--- config.mk ---
export PLATFORM = sky130hd
export DESIGN_NAME = sig_debounce
export DESIGN_NICKNAME = d
export VERILOG_FILES = /design/src/rtl/sig_debounce_pkg.sv /design/src/rtl/sig_sync.sv /design/src/rtl/sig_debounce.sv
export SDC_FILE = /design/constraint.sdc
export NUM_CORES = 1
export LEC_CHECK = 0
export CAP_MARGIN = 20
export CORE_AREA = 2 2 39 41
export CTS_BUF_LIST = sky130_fd_sc_hd__clkbuf_2
export DETAILED_ROUTE_END_ITERATION = 10
export DIE_AREA = 0 0 41 43
export HOLD_SLACK_MARGIN = 0.08
export SYNTH_ARGS = -nofsm -noshare
export SYNTH_HDL_FRONTEND = slang
export SYNTH_SLANG_ARGS = --single-unit
--- constraint.sdc ---
create_clock -name clk -period 1.2 [get_ports clk]
set_input_delay 0.24 -clock clk [delete_from_list [all_inputs] [get_ports clk]]
set_output_delay 0.24 -clock clk [all_outputs]
set_load 0.02 [all_outputs]
--- src/rtl/sig_debounce_pkg.sv ---
// sig_debounce shared types and defaults.
// FSM state encoding plus default parameter values.
package sig_debounce_pkg;

  localparam int SYNC_STAGES_DEF     = 2;
  localparam int DEBOUNCE_CYCLES_DEF = 4;

  typedef enum logic [1:0] {
    STABLE_LO = 2'd0,
    CHK_HI    = 2'd1,
    STABLE_HI = 2'd2,
    CHK_LO    = 2'd3
  } db_state_t;

endpackage

--- src/rtl/sig_sync.sv ---
// sig_sync: multi-flop synchronizer for one async level.
// All flops reset to 0; q is the last flop.
module sig_sync #(
  parameter int STAGES = 2
) (
  input  logic clk,
  input  logic rstn,
  input  logic d,
  output logic q
);

  logic [STAGES-1:0] ff;

  // shift the raw level through the flop chain
  always_ff @(posedge clk or negedge rstn) begin
    if (!rstn) ff <= '0;
    else       ff <= {ff[STAGES-2:0], d};
  end

  assign q = ff[STAGES-1];

endmodule

--- src/rtl/sig_debounce.sv ---
// sig_debounce: synchronizer + 4-state debounce FSM with edge pulses.
// Optional rise counter under `SIG_DEBOUNCE_EDGE_CNT_EN.
module sig_debounce
  import sig_debounce_pkg::*;
#(
  parameter int SYNC_STAGES     = SYNC_STAGES_DEF,
  parameter int DEBOUNCE_CYCLES = DEBOUNCE_CYCLES_DEF
) (
  input  logic       clk,
  input  logic       rstn,
  input  logic       din,
  output logic       dout,
  output logic       rise,
  output logic       fall,
  output logic       busy
`ifdef SIG_DEBOUNCE_EDGE_CNT_EN
  ,
  input  logic       edge_cnt_clr,
  output logic [7:0] edge_cnt
`endif
);

  localparam int CW = $clog2(DEBOUNCE_CYCLES + 1);
  localparam logic [CW-1:0] CNT_LAST = CW'(DEBOUNCE_CYCLES - 1);

  logic          s;
  db_state_t     state, state_n;
  logic [CW-1:0] cnt, cnt_n;
  logic          dout_n, rise_n, fall_n;

  sig_sync #(.STAGES(SYNC_STAGES)) u_sync (
    .clk  (clk),
    .rstn (rstn),
    .d    (din),
    .q    (s)
  );

  // state, counter and registered outputs
  always_ff @(posedge clk or negedge rstn) begin
    if (!rstn) begin
      state <= STABLE_LO;
      cnt   <= '0;
      dout  <= 1'b0;
      rise  <= 1'b0;
      fall  <= 1'b0;
    end else begin
      state <= state_n;
      cnt   <= cnt_n;
      dout  <= dout_n;
      rise  <= rise_n;
      fall  <= fall_n;
    end
  end

  // next state: the entry cycle counts as sample 0, so
  // the level must hold DEBOUNCE_CYCLES+1 FSM samples
  always_comb begin
    state_n = state;
    cnt_n   = cnt;
    dout_n  = dout;
    rise_n  = 1'b0;
    fall_n  = 1'b0;
    unique case (state)
      STABLE_LO: begin
        if (s) begin
          state_n = CHK_HI;
          cnt_n   = '0;
        end
      end
      CHK_HI: begin
        if (!s) begin
          state_n = STABLE_LO;
          cnt_n   = '0;
        end else if (cnt == CNT_LAST) begin
          state_n = STABLE_HI;
          cnt_n   = '0;
          dout_n  = 1'b1;
          rise_n  = 1'b1;
        end else begin
          cnt_n = cnt + 1'b1;
        end
      end
      STABLE_HI: begin
        if (!s) begin
          state_n = CHK_LO;
          cnt_n   = '0;
        end
      end
      CHK_LO: begin
        if (s) begin
          state_n = STABLE_HI;
          cnt_n   = '0;
        end else if (cnt == CNT_LAST) begin
          state_n = STABLE_LO;
          cnt_n   = '0;
          dout_n  = 1'b0;
          fall_n  = 1'b1;
        end else begin
          cnt_n = cnt + 1'b1;
        end
      end
      default: begin
        state_n = STABLE_LO;
        cnt_n   = '0;
        dout_n  = 1'b0;
      end
    endcase
  end

  assign busy = (state == CHK_HI) || (state == CHK_LO);

`ifdef SIG_DEBOUNCE_EDGE_CNT_EN
  // count rises, clear beats a same-cycle increment
  always_ff @(posedge clk or negedge rstn) begin
    if (!rstn)             edge_cnt <= 8'h00;
    else if (edge_cnt_clr) edge_cnt <= 8'h00;
    else if (rise_n)       edge_cnt <= edge_cnt + 8'd1;
  end
`endif

endmodule

==> results of run 1 <==
==> final timing paths <==
check,from,to,slack (ps),cells past startpoint
max,u_sync.ff[1],cnt[2],60,3
min,rstn,cnt[2],280,2
max reg2reg,u_sync.ff[1],cnt[2],60,3
min reg2reg,u_sync.ff[0],u_sync.ff[1],370,0
max in group asynchronous,rstn,cnt[1],780,2
min in group clk,u_sync.ff[0],u_sync.ff[1],370,0
==> critical path: stages, from the launching register on <==
cell     delay [ps]
dfrtp_1         450
xnor2_2         230
mux2_4          330
nor2_2           70
==> kinds of logic after synthesis <==
kind of cell	after synthesis	synth area share
multiplexers	1	0.03646
adder cells (fa/ha/maj)	1	0.03039
buffers and inverters	2	0.01822
flip-flops	10	0.6079
AO/OA/AOI/OAI	6	0.08206
XOR/XNOR	1	0.03952
AND/OR/NAND/NOR	14	0.1854
==> through the flow <==
step | hold WS [ps] | utilization | std cells
finish | 284.9 | 0.3888 | 64
global route | 270.3 | 0.3888 | 64
CTS | 274.4 | 0.3879 | 64
detailed placement | 355.1 | 0.3797 | 61
global placement | 332.5 | 0.3797 | 61
floorplan | -55.59 | - | 35
==> layout make-up <==
type / count / area, sq um
Clock buffer: 3 / 15.01
Fill cell: 143 / 845.8
Inverter: 1 / 3.754
Multi-Input combinational cell: 23 / 156.4
Sequential cell: 10 / 250.2
Tap cell: 16 / 20.02
Timing Repair Buffer: 11 / 92.59
==> layer usage <==
metal / track usage / vias to the layer above / part of all wire
met1: 0.1033 / 137 / 0.41
met4: 0.04000 / 0 / 0
met5: 0 / - / 0
met2: 0.1406 / 9 / 0.52
met3: 0.07853 / 0 / 0.068
li1: - / 144 / -
==> registers in the layout, summed over array words and instances, names as in the netlist, named ones only <==
register,flops
cnt,3
u_sync.ff,2
dout,1
fall,1
rise,1
state,1
==> what timing repair did <==
item / CTS / global route
setup endpoints to repair: 4 / 6
gates resized for setup: 5 / 5
cloned: 0 / 0
==> where the power goes <==
group          internal, mW  total, mW  switching [mW]
clock                0.0682      0.162          0.0937
combinational         0.186      0.346           0.160
sequential            0.396      0.437          0.0415
==> layout by cell type, fill, tap and decap left out <==
cell type / netlist / layout
o22ai_1: 1 / 1
and3b_1: 1 / 1
nand3b_1: 2 / 2
inv_1: 1 / 1
o21ai_1: 1 / 1
mux2_4: 1 / 1
a21oi_1: 1 / 1
ha_2: 0 / 1
a21o_1: 1 / 1
clkdlybuf4s50_1: 0 / 2
nor3b_1: 1 / 1
nand2b_1: 2 / 2
nor2_1: 2 / 2
clkdlybuf4s15_1: 0 / 3
buf_4: 0 / 5
clkbuf_2: 0 / 4
nand2_1: 5 / 5
o21ai_0: 2 / 2
dfrtp_1: 10 / 10
nor2_2: 1 / 1
xnor2_2: 1 / 1
==> impl_metrics.prom, run 1 <==
# TYPE chip_impl_metric gauge
chip_impl_info{name="status",value="complete, no violations"} 1
chip_impl_metric{name="grt_use_total",unit=""} 0.09848
chip_impl_metric{name="clkSlewWorstSetupHoldPaths",unit="ps"} 80
chip_impl_metric{name="fp.dieArea",unit="sq um"} 1763
chip_impl_metric{name="critical_path_arrival",unit="ps"} 1310
chip_impl_metric{name="dpl-instance-area",unit="sq um"} 525.5
chip_impl_metric{name="htree_num_levels",unit=""} 1
chip_impl_metric{name="synth_seq_area_share",unit=""} 0.6079
chip_impl_metric{name="final.period_utilization",unit=""} 0.9468
chip_impl_metric{name="core_area",unit="sq um"} 1384
chip_impl_metric{name="setup_violations",unit=""} 0
chip_impl_metric{name="postLayoutSetupSlackWorst",unit="ps"} 63.88
chip_impl_metric{name="synth.top_cell.area_share",unit=""} 0.6079
chip_impl_metric{name="via_per_inst",unit=""} 4.531
chip_impl_info{name="cp-end-kind",value="flip-flop"} 1
chip_impl_metric{name="grt_overflow",unit=""} 0
chip_impl_metric{name="ys_warn_count",unit=""} 0
chip_impl_metric{name="cts-buffers-inserted",unit=""} 3
chip_impl_metric{name="drc",unit=""} 0
chip_impl_metric{name="worst_ir_drop_vdd",unit="uV"} 713.6
chip_impl_metric{name="report.power.total",unit="mW"} 0.9452
chip_impl_metric{name="place.detailed.hpwl",unit="microns"} 506.3
chip_impl_info{name="synth.top_cells.by_area",value="dfrtp_1 (61%), nand2_1 (4.6%), xnor2_2 (4.0%)"} 1
chip_impl_info{name="grt_setup_unrepaired",value="false"} 1
chip_impl_metric{name="timing.final.max_slew_violations",unit=""} 0
chip_impl_metric{name="synth.net_count",unit=""} 39
chip_impl_metric{name="asyncSetResetFlopFracSynth",unit=""} 1.000
chip_impl_metric{name="drt.antenna.violating_nets",unit=""} 0
chip_impl_metric{name="max-clock-path-buffers",unit=""} 2
chip_impl_metric{name="clock.fmax",unit="MHz"} 880.2
chip_impl_info{name="post-synth-top-count-cell",value="dfrtp_1"} 1
chip_impl_metric{name="synthDistinctLibCells",unit=""} 18
chip_impl_metric{name="grt_first_pass_wirelength",unit="mm"} 1.076
chip_impl_metric{name="final_net_count",unit=""} 54
chip_impl_metric{name="initial_utilization",unit=""} 0.2975
chip_impl_metric{name="post_synth_edffs",unit=""} 0
chip_impl_metric{name="worst-slew-pin-transition",unit="ps"} 227.7
chip_impl_metric{name="drt_iter0_markers",unit=""} 4
chip_impl_metric{name="total_setup_buffers_inserted_after_cts",unit=""} 0
chip_impl_metric{name="timing.clock.skew",unit="ps"} 0.8076
chip_impl_metric{name="drt_pass1_iterations",unit=""} 4
chip_impl_metric{name="cap_violations",unit=""} 0
chip_impl_metric{name="grt_pass1_vias",unit=""} 282
chip_impl_info{name="ctsRootBufferMaster",value="clkbuf_2"} 1
chip_impl_metric{name="final_hold_viol_count",unit=""} 0
chip_impl_info{name="tritoncts",value="done"} 1
chip_impl_metric{name="grt_start_max_net_pins",unit=""} 11
chip_impl_metric{name="min_period",unit="ps"} 1136
chip_impl_info{name="ys.flop_type",value="dfrtp_1"} 1
chip_impl_metric{name="die_height",unit="microns"} 43
chip_impl_metric{name="relative_slew_margins",unit=""} 0.8475
chip_impl_metric{name="cellPowerDensity",unit="nW/um^2"} 1757
chip_impl_metric{name="post_synth_inst_count",unit=""} 35
chip_impl_info{name="holdCritPathClass",value="primary input to async pin"} 1
chip_impl_info{name="commonest_cells_post_synth",value="dfrtp_1 (10), nand2_1 (5)"} 1
chip_impl_metric{name="worst_skew_pair.late_latency",unit="ps"} 230
chip_impl_metric{name="vias",unit=""} 290
chip_impl_info{name="timing.setup.critical_path_class",value="flip-flop to flip-flop"} 1
chip_impl_metric{name="static-leakage-power",unit="nW"} 0.2580
chip_impl_metric{name="worst-endpoint-required",unit="ps"} 1370
chip_impl_metric{name="count_of_buffers_inserted_at_the_top_level_ports",unit=""} 6
chip_impl_metric{name="die_x",unit="microns"} 41
chip_impl_info{name="critical_path.startpoint_type",value="flip-flop"} 1
chip_impl_metric{name="postSynthRegisterBits",unit=""} 10
chip_impl_metric{name="finalSetupTns",unit="ps"} 0
chip_impl_metric{name="sum_of_routed_wire_length_over_all_layers",unit="microns"} 631
chip_impl_metric{name="dpl_worst_slack",unit="ps"} 16.10
chip_impl_metric{name="synthesis.area",unit="sq um"} 411.6
chip_impl_info{name="synth_area_leader_cell",value="dfrtp_1"} 1
chip_impl_metric{name="fp-row-count",unit=""} 14
chip_impl_metric{name="ctsHoldBuffers",unit=""} 0
chip_impl_metric{name="final_layout_size_suffix_gt1_frac",unit=""} 0.2708
chip_impl_metric{name="synthesis.area_per_instance",unit="sq um"} 11.76
chip_impl_metric{name="flow.area_growth_from_synthesis",unit="%"} 30.70
chip_impl_metric{name="antennaDiodeCount",unit=""} 0
chip_impl_metric{name="place_congestion",unit=""} 0.7349
chip_impl_metric{name="top_level_ports",unit=""} 7
chip_impl_metric{name="grt_antenna_before_repair",unit=""} 0
chip_impl_metric{name="post-route-cell-area",unit="sq um"} 538.0
chip_impl_metric{name="critical_path.max_fanout",unit=""} 5
chip_impl_metric{name="clock-sinks",unit=""} 10
chip_impl_metric{name="routed_wire_length_per_instance",unit="microns"} 9.859
Power figures use the tool's default switching activity.
==> run 2, diff against run 1 <==
- CORE_AREA: 2 2 39 41 -> 3 3 40 42
- DIE_AREA: 0 0 41 43 -> 0 0 43 45
- clock period: 1.2 -> 1.4 ns (I/O delays scaled with it)
==> run 2 against run 1 <==
Against the previous run: cell count decreased by 7.8%; flip-flop and latch count did not move; register-to-register slack better by 110 ps; count of clock-buffer cells in the layout unchanged; global-route usage is 0.97 points lower; sequential share of layout area is 3.1 points higher; largest power group unchanged.
==> impl_metrics.prom, run 2 (synthesized netlist as in run 1, its figures left out) <==
# TYPE chip_impl_metric gauge
chip_impl_metric{name="critical_path_arrival",unit="ps"} 950
chip_impl_metric{name="antennaDiodeCount",unit=""} 0
chip_impl_metric{name="worst_ir_drop_vdd",unit="uV"} 673.1
chip_impl_metric{name="largest_reg_flops",unit=""} 3
chip_impl_metric{name="flow.area_growth_from_synthesis",unit="%"} 22.49
chip_impl_metric{name="drt_iter0_markers",unit=""} 6
chip_impl_metric{name="cap_violations",unit=""} 0
chip_impl_metric{name="grt_start_max_net_pins",unit=""} 11
chip_impl_info{name="tritoncts",value="done"} 1
chip_impl_metric{name="clkSlewWorstSetupHoldPaths",unit="ps"} 90
chip_impl_metric{name="r2r_cells",unit=""} 3
chip_impl_metric{name="postLayoutSetupSlackWorst",unit="ps"} 173.6
chip_impl_metric{name="worst-endpoint-required",unit="ps"} 1120
chip_impl_metric{name="grt_first_pass_wirelength",unit="mm"} 1.207
chip_impl_metric{name="clock-sinks",unit=""} 10
chip_impl_metric{name="post-route-cell-area",unit="sq um"} 504.2
chip_impl_info{name="worst_r2r_endpoint",value="cnt[2]"} 1
chip_impl_metric{name="core_area",unit="sq um"} 1285
chip_impl_metric{name="vias",unit=""} 286
chip_impl_metric{name="grt_overflow",unit=""} 0
chip_impl_info{name="critical_path.cell_chain",value="dlygate4sd2_1"} 1
chip_impl_metric{name="via_per_inst",unit=""} 4.847
chip_impl_info{name="ctsRootBufferMaster",value="clkbuf_2"} 1
chip_impl_metric{name="multiInputGateArea",unit="sq um"} 153.9
chip_impl_metric{name="fp.dieArea",unit="sq um"} 1935
chip_impl_metric{name="relative_slew_margins",unit=""} 0.7064
chip_impl_metric{name="timing.clock.skew",unit="ps"} 10.20
chip_impl_metric{name="worst_reg2reg_setup_slack",unit="ps"} 170
chip_impl_metric{name="htree_num_levels",unit=""} 1
chip_impl_metric{name="grt_pass1_vias",unit=""} 281
chip_impl_metric{name="grt_antenna_before_repair",unit=""} 0
chip_impl_metric{name="sequential_cell_area",unit="sq um"} 250.2
chip_impl_metric{name="drt.antenna.violating_nets",unit=""} 0
chip_impl_metric{name="final_hold_viol_count",unit=""} 0
chip_impl_metric{name="timing.final.max_slew_violations",unit=""} 0
chip_impl_metric{name="final_net_count",unit=""} 50
chip_impl_info{name="layout_top_registers",value="cnt x3, u_sync.ff x2"} 1
chip_impl_metric{name="max-clock-path-buffers",unit=""} 2
chip_impl_metric{name="cellPowerDensity",unit="nW/um^2"} 1558
chip_impl_metric{name="share_comb_of_total_power",unit=""} 0.333
chip_impl_metric{name="place_congestion",unit=""} 0.6891
chip_impl_metric{name="fp-row-count",unit=""} 13
chip_impl_metric{name="critical_path.max_stage_delay",unit="ps"} 390
chip_impl_metric{name="layout.cells.non_filler",unit=""} 59
chip_impl_metric{name="die_x",unit="microns"} 43
chip_impl_metric{name="final_core_utilization",unit=""} 0.3924
chip_impl_info{name="holdCritPathClass",value="primary input to async pin"} 1
chip_impl_metric{name="cts-buffers-inserted",unit=""} 3
chip_impl_metric{name="dpl_worst_slack",unit="ps"} 168.4
chip_impl_metric{name="hold_slack",unit="ps"} 336.8
chip_impl_info{name="cp_slowest_cell",value="dfrtp_1"} 1
chip_impl_metric{name="die_height",unit="microns"} 45
chip_impl_metric{name="drt_pass1_iterations",unit=""} 2
chip_impl_metric{name="routed_wire_length_per_instance",unit="microns"} 11.24
chip_impl_metric{name="clock.fmax",unit="MHz"} 815.4
chip_impl_metric{name="sw_frac_of_total",unit=""} 0.3262
chip_impl_metric{name="fillcell_total",unit=""} 134
chip_impl_metric{name="worst-slew-pin-transition",unit="ps"} 439.0
chip_impl_info{name="critical_path.startpoint_type",value="flip-flop"} 1
chip_impl_metric{name="p_int",unit="mW"} 0.5295
chip_impl_metric{name="top_level_ports",unit=""} 7
chip_impl_metric{name="critical_path.max_fanout",unit=""} 3
chip_impl_metric{name="setup_violations",unit=""} 0
chip_impl_metric{name="report.power.total",unit="mW"} 0.7858
chip_impl_info{name="setup.worst_path.start",value="dout"} 1
chip_impl_metric{name="switchingPower",unit="mW"} 0.2563
chip_impl_metric{name="final_layout_size_suffix_gt1_frac",unit=""} 0.1591
chip_impl_metric{name="sum_of_routed_wire_length_over_all_layers",unit="microns"} 663
chip_impl_info{name="timing.setup.critical_path_class",value="flip-flop to primary output"} 1
chip_impl_metric{name="dpl-instance-area",unit="sq um"} 494.2
chip_impl_info{name="cp-end-kind",value="primary output"} 1
chip_impl_metric{name="place.detailed.hpwl",unit="microns"} 493.8
chip_impl_metric{name="seq_power_share",unit=""} 0.485
chip_impl_info{name="cpLargestDelayFamily",value="flip-flops"} 1
chip_impl_metric{name="p_clk_frac",unit=""} 0.181
chip_impl_metric{name="timing.critical_path.buf_inv",unit=""} 1
chip_impl_metric{name="static-leakage-power",unit="nW"} 0.2477
chip_impl_info{name="mostFrequentLayoutCell",value="dfrtp_1"} 1
chip_impl_metric{name="initial_utilization",unit=""} 0.3204
chip_impl_info{name="mostFrequentLayoutCells",value="dfrtp_1 (10), nand2_1 (5), dlygate4sd2_1 (4)"} 1
chip_impl_metric{name="placed_cells",unit=""} 56
chip_impl_metric{name="count_of_buffers_inserted_at_the_top_level_ports",unit=""} 6
chip_impl_metric{name="grt_use_total",unit=""} 0.08876
chip_impl_info{name="regMostFlops",value="cnt"} 1
chip_impl_metric{name="drc",unit=""} 0
chip_impl_metric{name="min_period",unit="ps"} 1226
chip_impl_info{name="status",value="complete, no violations"} 1
chip_impl_metric{name="worst_skew_pair.late_latency",unit="ps"} 240
chip_impl_info{name="grt_setup_unrepaired",value="false"} 1
chip_impl_metric{name="finalSetupTns",unit="ps"} 0
chip_impl_metric{name="final.period_utilization",unit=""} 0.8760
run 2: changes by cell type in the layout (fill, tap and decap cells not counted):
| cell | delta |
|---|---|
| ha_2 | -1 |
| dlygate4sd2_1 | +4 |
| ha_1 | +1 |
| clkdlybuf4s15_1 | -3 |
| buf_4 | -4 |
| clkbuf_2 | -1 |
run 2: repair_timing:
action / CTS / global route
endpoints found under the setup margin: 4 / 0
setup buffers: 0 / 0
hold endpoints to repair: 0 / 0
gates resized for setup: 4 / 0
hold buffers: 0 / 0
run 2: power by group through the flow:
stage / sequential [mW] / combinational (mW) / clock, mW
2_1_floorplan: 0.393 / 0.179 / 0
3_3_place_gp: 0.381 / 0.258 / 0
3_5_place_dp: 0.386 / 0.273 / 0
4_1_cts: 0.380 / 0.265 / 0.153
5_1_grt: 0.388 / 0.301 / 0.167
6_report: 0.381 / 0.262 / 0.143
run 2: worst reg2reg max path, delay by kind of cell (launching register included):
| kind | cells | cell delay (ps) |
|---|---|---|
| multiplexers | 1 | 330 |
| AND/OR/NAND/NOR | 1 | 70 |
| XOR/XNOR | 1 | 320 |
| flip-flops | 1 | 450 |
run 2: how the worst max path moves through the flow:
stage          slack [ps]     end  cells after the start
2_1_floorplan         280  cnt[2]                      3
5_1_grt               100  cnt[2]                      3
4_1_cts               150    dout                      1
6_report              170    dout                      1
3_3_place_gp          180    dout                      1
3_5_place_dp          170    dout                      1
run 2: per-layer routing:
layer	routed length [microns]	track usage
met4	0	0.03614
met2	338	0.1287
met3	56	0.05976
met1	268	0.1033
met5	0	0
run 2: cell type report:
class                   instances  share of cell area
well taps                      15             0.03722
inverters                       1            0.007444
repair buffers                  7              0.1241
clock buffers                   3             0.02978
multi-input cells              23              0.3052
flip-flops and latches         10              0.4963
